File: src/rtl/crypt_pkg.sv
// Shared types and helpers for the byte-permutation cipher round controller.
package crypt_pkg;

  localparam int BLOCK_W = 128;
  localparam int BYTE_W  = 8;

  typedef enum logic [1:0] {
    IDLE,
    RUN,
    DONE
  } ctrl_state_t;

  // Decrypt walks the logical step indices backwards so involutive stages undo encryption.
  function automatic int step_index(input int j, input logic decrypt, input int n);
    return decrypt ? (n - 1 - j) : j;
  endfunction

endpackage

File: src/rtl/crypt_keybit_sel.sv
// Picks the two key bits for a logical step index, wrapping around the key width.
module crypt_keybit_sel
  import crypt_pkg::*;
#(
  parameter int KEY_W = 32
) (
  input  logic [KEY_W-1:0] key,
  input  logic [31:0]      step_idx,
  output logic [1:0]       k
);

  logic [31:0]      base;
  logic [KEY_W-1:0] shifted;

  // Reducing mod KEY_W/2 before doubling keeps the bit offset in range for any index.
  assign base    = (step_idx % 32'(KEY_W / 2)) << 1;
  assign shifted = key >> base;
  assign k       = shifted[1:0];

endmodule

File: src/rtl/crypt_round_ctrl.sv
// Round sequencer: owns the cipher state and time-shares the stage bus,
// enabling exactly one stage per cycle while a block is running.
module crypt_round_ctrl
  import crypt_pkg::*;
#(
  parameter int NUM_ROUNDS = 4,
  parameter int NUM_STAGES = 3,
  parameter int KEY_W      = 32
) (
  input  logic                  clk,
  input  logic                  rst_n,
  input  logic                  in_valid,
  output logic                  in_ready,
  input  logic [BLOCK_W-1:0]    in_data,
  input  logic [KEY_W-1:0]      in_key,
  input  logic                  in_decrypt,
  input  logic                  abort,
  output logic                  out_valid,
  input  logic                  out_ready,
  output logic [BLOCK_W-1:0]    out_data,
  output logic [NUM_STAGES-1:0] st_en,
  output logic [1:0]            st_k,
  output logic                  st_mode,
  output logic [BLOCK_W-1:0]    st_dout,
  input  logic [BLOCK_W-1:0]    st_din,
  output logic                  busy
);

  localparam int N     = NUM_ROUNDS * NUM_STAGES;
  localparam int CNT_W = (N > 1) ? $clog2(N) : 1;
  localparam logic [CNT_W-1:0] LAST_STEP = CNT_W'(N - 1);

  ctrl_state_t        state_q, state_d;
  logic [CNT_W-1:0]   step_q, step_d;
  logic [BLOCK_W-1:0] data_q, data_d;
  logic [KEY_W-1:0]   key_q, key_d;
  logic               mode_q, mode_d;
  logic               in_ready_q, in_ready_d;
  logic [31:0]        p_idx;
  logic [31:0]        stage_sel;
  logic [1:0]         sel_k;
  logic               accept;

  assign p_idx     = 32'(step_index(int'(step_q), mode_q, N));
  assign stage_sel = p_idx % 32'(NUM_STAGES);

  crypt_keybit_sel #(.KEY_W(KEY_W)) u_keybit_sel (
    .key      (key_q),
    .step_idx (p_idx),
    .k        (sel_k)
  );

  assign accept    = (state_q == IDLE) && in_ready_q && in_valid && !abort;
  assign in_ready  = in_ready_q;
  assign out_valid = (state_q == DONE);
  assign out_data  = data_q;
  assign st_dout   = data_q;
  assign st_mode   = mode_q;
  assign busy      = (state_q != IDLE);
  assign st_k      = (state_q == RUN) ? sel_k : 2'b00;

  // Only one tri-state stage may drive the shared bus, and none outside RUN.
  always_comb begin
    st_en = '0;
    for (int i = 0; i < NUM_STAGES; i++) begin
      st_en[i] = (state_q == RUN) && (stage_sel == 32'(i));
    end
  end

  always_comb begin
    state_d = state_q;
    step_d  = step_q;
    data_d  = data_q;
    key_d   = key_q;
    mode_d  = mode_q;
    case (state_q)
      IDLE: begin
        if (accept) begin
          state_d = RUN;
          data_d  = in_data;
          key_d   = in_key;
          mode_d  = in_decrypt;
          step_d  = '0;
        end
      end
      RUN: begin
        if (abort) begin
          state_d = IDLE;
          step_d  = '0;
        end else begin
          data_d = st_din;
          if (step_q == LAST_STEP) begin
            step_d  = '0;
            state_d = DONE;
          end else begin
            step_d = step_q + 1'b1;
          end
        end
      end
      DONE: begin
        if (abort || out_ready) begin
          state_d = IDLE;
        end
      end
      default: state_d = IDLE;
    endcase
    // Registered ready: low through reset, high from the first edge that lands in IDLE.
    in_ready_d = (state_d == IDLE);
  end

  always_ff @(posedge clk or negedge rst_n) begin
    if (!rst_n) begin
      state_q    <= IDLE;
      step_q     <= '0;
      data_q     <= '0;
      key_q      <= '0;
      mode_q     <= 1'b0;
      in_ready_q <= 1'b0;
    end else begin
      state_q    <= state_d;
      step_q     <= step_d;
      data_q     <= data_d;
      key_q      <= key_d;
      mode_q     <= mode_d;
      in_ready_q <= in_ready_d;
    end
  end

endmodule
File: config.mk
export PLATFORM = sky130hd
export DESIGN_NAME = crypt_round_ctrl
export DESIGN_NICKNAME = d
export VERILOG_FILES = /design/src/rtl/crypt_pkg.sv /design/src/rtl/crypt_keybit_sel.sv /design/src/rtl/crypt_round_ctrl.sv
export SDC_FILE = /design/constraint.sdc
export NUM_CORES = 1
export LEC_CHECK = 0
export CORE_AREA = 8 8 211 213
export DETAILED_ROUTE_END_ITERATION = 12
export DIE_AREA = 0 0 219 221
export MAX_ROUTING_LAYER = met4
export PLACE_DENSITY = 0.59
export RECOVER_POWER = 50
export SLEW_MARGIN = 20
export SYNTH_ARGS = -nofsm -noshare
export SYNTH_HDL_FRONTEND = slang
export SYNTH_HIERARCHICAL = 1
export SYNTH_SLANG_ARGS = --single-unit
File: constraint.sdc
create_clock -name clk -period 4.53 [get_ports clk]
set_clock_uncertainty 0.1 [all_clocks]
set_input_delay 0.453 -clock clk [delete_from_list [all_inputs] [get_ports clk]]
set_output_delay 0.453 -clock clk [all_outputs]
set_load 0.03 [all_outputs]
==> results.sh <==
export IMPL_outcome="complete, but fails checks"
export IMPL_violations="max-capacitance violations, max-slew violations"
export IMPL_max_slew_worst_pin_slew_ns=2.13
export IMPL_post_drt_wl_per_cell_um=19.4
export IMPL_crit_fanout=8
export IMPL_worst_setup_path_end_kind="output port"
export IMPL_power_switching_mw=4.35
export IMPL_setup_tns_final_ns=0
export IMPL_vdd_ir_drop_max_uv=239
export IMPL_core_um2=41300
export IMPL_hold_viol=0
export IMPL_p_leak_nw=6.17
export IMPL_dp_hpwl_um=31500
export IMPL_io_pins=559
export IMPL_fmax_mhz=229
export IMPL_timing_rr_end="out_data[38]"
export IMPL_wl_um=40000
export IMPL_setup_ws_ns=0.164
export IMPL_grt_pass1_wl_um=59300
export IMPL_clock_latency_ns=0.43
export IMPL_hp_class="reg -> reg"
export IMPL_grt_total_usage=0.164
export IMPL_netlist_area_leader_share=0.464
export IMPL_rows=75
export IMPL_pre_cts_ws_ns=0.227
export IMPL_pwr_share_seq=0.270
export IMPL_die_h_um=221
export IMPL_r2r_slack_ns=1.49
export IMPL_synth_largest_area_cell="dfrtp_1"
export IMPL_p_clk_frac=0.170
export IMPL_drv_slew=203
export IMPL_place_area_um2=14300
export IMPL_detail_route_vias_per_cell=4.41
export IMPL_yosys_top_cells_count="365 x nand2_1, 168 x dfrtp_1, 139 x nor2_1"
export IMPL_setup_viol=0
export IMPL_clkTransAtPathRegs_ns=0.07
export IMPL_die_area_um2=48400
export IMPL_crit_path_end="st_en[1]"
export IMPL_intPower_mw=5.06
export IMPL_cts_htree_levels=4
export IMPL_crit_arrival_ns=3.81
export IMPL_syn_inst=1104
export IMPL_vias=9080
export IMPL_grt_ovfl_total=0
export IMPL_startpoint_type="register"
export IMPL_crit_start="step_q[2]"
export IMPL_slew_headroom=-0.419
export IMPL_hp_start="key_q[25]"
export IMPL_cts_buffers_inserted=17
export IMPL_start_util=0.219
export IMPL_final_nets=1806
export IMPL_grt_pass1_vias=9286
export IMPL_synthToLayoutAreaGrowth_pct=65.3
export IMPL_powerDensity_nw_per_um2=628
export IMPL_ys_flop_type="dfrtp_1"
export IMPL_port_buffers=558
export IMPL_utilization=0.363
export IMPL_cts_sinks=168
export IMPL_rr_worst_depth=6
export IMPL_power_mw=9.41
export IMPL_switching_share=0.462
export IMPL_cap_viol_max_count=4
export IMPL_rsz0062_at_grt="no"
export IMPL_netlist_area_um2=9060
export IMPL_yosysMostFrequentCell="nand2_1"
export IMPL_synthTopCellsByArea="dfrtp_1 46%, nand2_1 15%, buf_4 11%, a31oi_1 8.9%, nor2_1 5.8%"
export IMPL_drtAntennaViolNets=0
export IMPL_yosysUniqueCellTypes=49
export IMPL_die_x_um=219
export IMPL_grt_max_degree=92
export IMPL_antenna_found_initial=2
export IMPL_dp_cells=2019
export IMPL_yosysWarnings=6
export IMPL_stdcell_count=2059
export IMPL_clock_path_buffers=2
export IMPL_r2r_start="state_q[1]"
export IMPL_design_area_um2=15000
export IMPL_drc=0
export IMPL_comb_power_share=0.560
export IMPL_min_period_over_period=0.964
export IMPL_ys_ff_latch=168
export IMPL_place_gp_congestion=0.864
export IMPL_cts_tree="built"
export IMPL_synth_edf_count=0
export IMPL_first_iter_violations=636
export IMPL_crit_required_ns=3.98
export IMPL_cts_root_buf="clkbuf_16"
export IMPL_final_layout_size_suffix_gt1_frac=0.0553
export IMPL_yosysSeqAreaShare=0.464
export IMPL_fin_crit_ns=4.37
export IMPL_avgSynthCellArea_um2=8.21
export IMPL_crit_type="reg -> out"
export IMPL_synth_async_sr_flop_share=1.00
export IMPL_dr_pass1_iters=5
export IMPL_timing_hold_ws_ns=0.374
worst min-delay path by stage:
stage,to,slack [ns],cells after the start
after floorplan,in_ready,0.06,0
final,key_q[25],0.37,2
after detailed placement,key_q[26],0.36,2
after global placement,key_q[21],0.35,2
after global routing,key_q[0],0.40,2
after CTS,key_q[26],0.37,2
timing repair:
| item | in CTS | in global routing |
|---|---|---|
| hold endpoints to repair | 47 | 0 |
| hold buffers | 1 | 0 |
| resized for setup | 9 | 6 |
| setup endpoints to repair | 3 | 3 |
| gates cloned | 0 | 0 |
| pin swaps | 0 | 1 |
| buffers inserted | 1 | 4 |
cells in the final DEF (no fill, tap or decap), types with 3 or more instances in the layout:
cell type	n
a21oi_1	4
a31oi_1	129
and2_1	3
buf_12	4
buf_4	19
bufinv_16	3
clkbuf_16	17
clkdlybuf4s50_1	463
clkinv_4	4
dfrtp_1	166
dlygate4sd3_1	92
ha_1	3
inv_6	4
inv_8	4
mux2i_1	3
mux4_1	4
mux4_2	4
nand2_1	365
nand3_1	10
nor2_1	139
nor2b_1	9
o21ai_0	7
or3_1	3
xor2_1	3
cell families (layout without fill, tap and decap cells):
kind of cell	Yosys count	in the layout	synth area share
buf+inv	206	619	0.140
flops	168	168	0.464
other cells	1	4	0.000414
fa+ha+maj	7	7	0.00967
simple gates	545	545	0.236
compound gates	158	158	0.114
xor+xnor	5	5	0.00483
mux	14	14	0.0307
state kept, by name, summed over array words and instances (netlist names):
signal    flops
st_mode       1
key_q        32
out_data    128
state_q       2
in_ready      1
step_q        4
power groups by stage:
| stage | clock network (mW) | logic, mW | registers [mW] |
|---|---|---|---|
| 2_1_floorplan | 0 | 2.67 | 3.27 |
| 3_3_place_gp | 0 | 5.35 | 2.57 |
| 3_5_place_dp | 0 | 5.40 | 2.59 |
| 4_1_cts | 1.66 | 5.43 | 2.57 |
| 5_1_grt | 1.71 | 5.56 | 2.62 |
| 6_report | 1.60 | 5.27 | 2.54 |
critical path: stages, from the launching register on:
cell and delay, ns:
dfrtp_1 0.43, ha_1 0.19, and2_2 0.23, ha_4 0.20, nor2b_1 0.14, mux2_4 0.30
o22ai_4 0.17, inv_1 0.07, ha_2 0.21, inv_2 0.09, o2111ai_1 0.12, o21ai_2 0.13
ha_2 0.25, a21oi_2 0.05, buf_4 0.14, or3_1 0.31, a21oi_1 0.16, buf_4 0.18
area by class of cell:
| type | instances | area (µm²) |
|---|---|---|
| Clock buffer | 17 | 425 |
| Fill cell | 4255 | 26300 |
| Inverter | 5 | 21.3 |
| Timing Repair Buffer | 582 | 5800 |
| Clock inverter | 15 | 205 |
| Sequential cell | 168 | 4210 |
| Multi-Input combinational cell | 731 | 3640 |
| Antenna cell | 2 | 5.00 |
| Tap cell | 539 | 674 |
metal layers:
layer  vias to the layer above  part of all wire  track usage
met5                         -                 0            -
met4                         0             0.021       0.0545
met3                        41             0.069       0.0398
met2                       364              0.51        0.279
met1                      4359              0.40        0.186
li1                       4316                 -            -
Note: power is estimated with default switching activity, not from simulation.
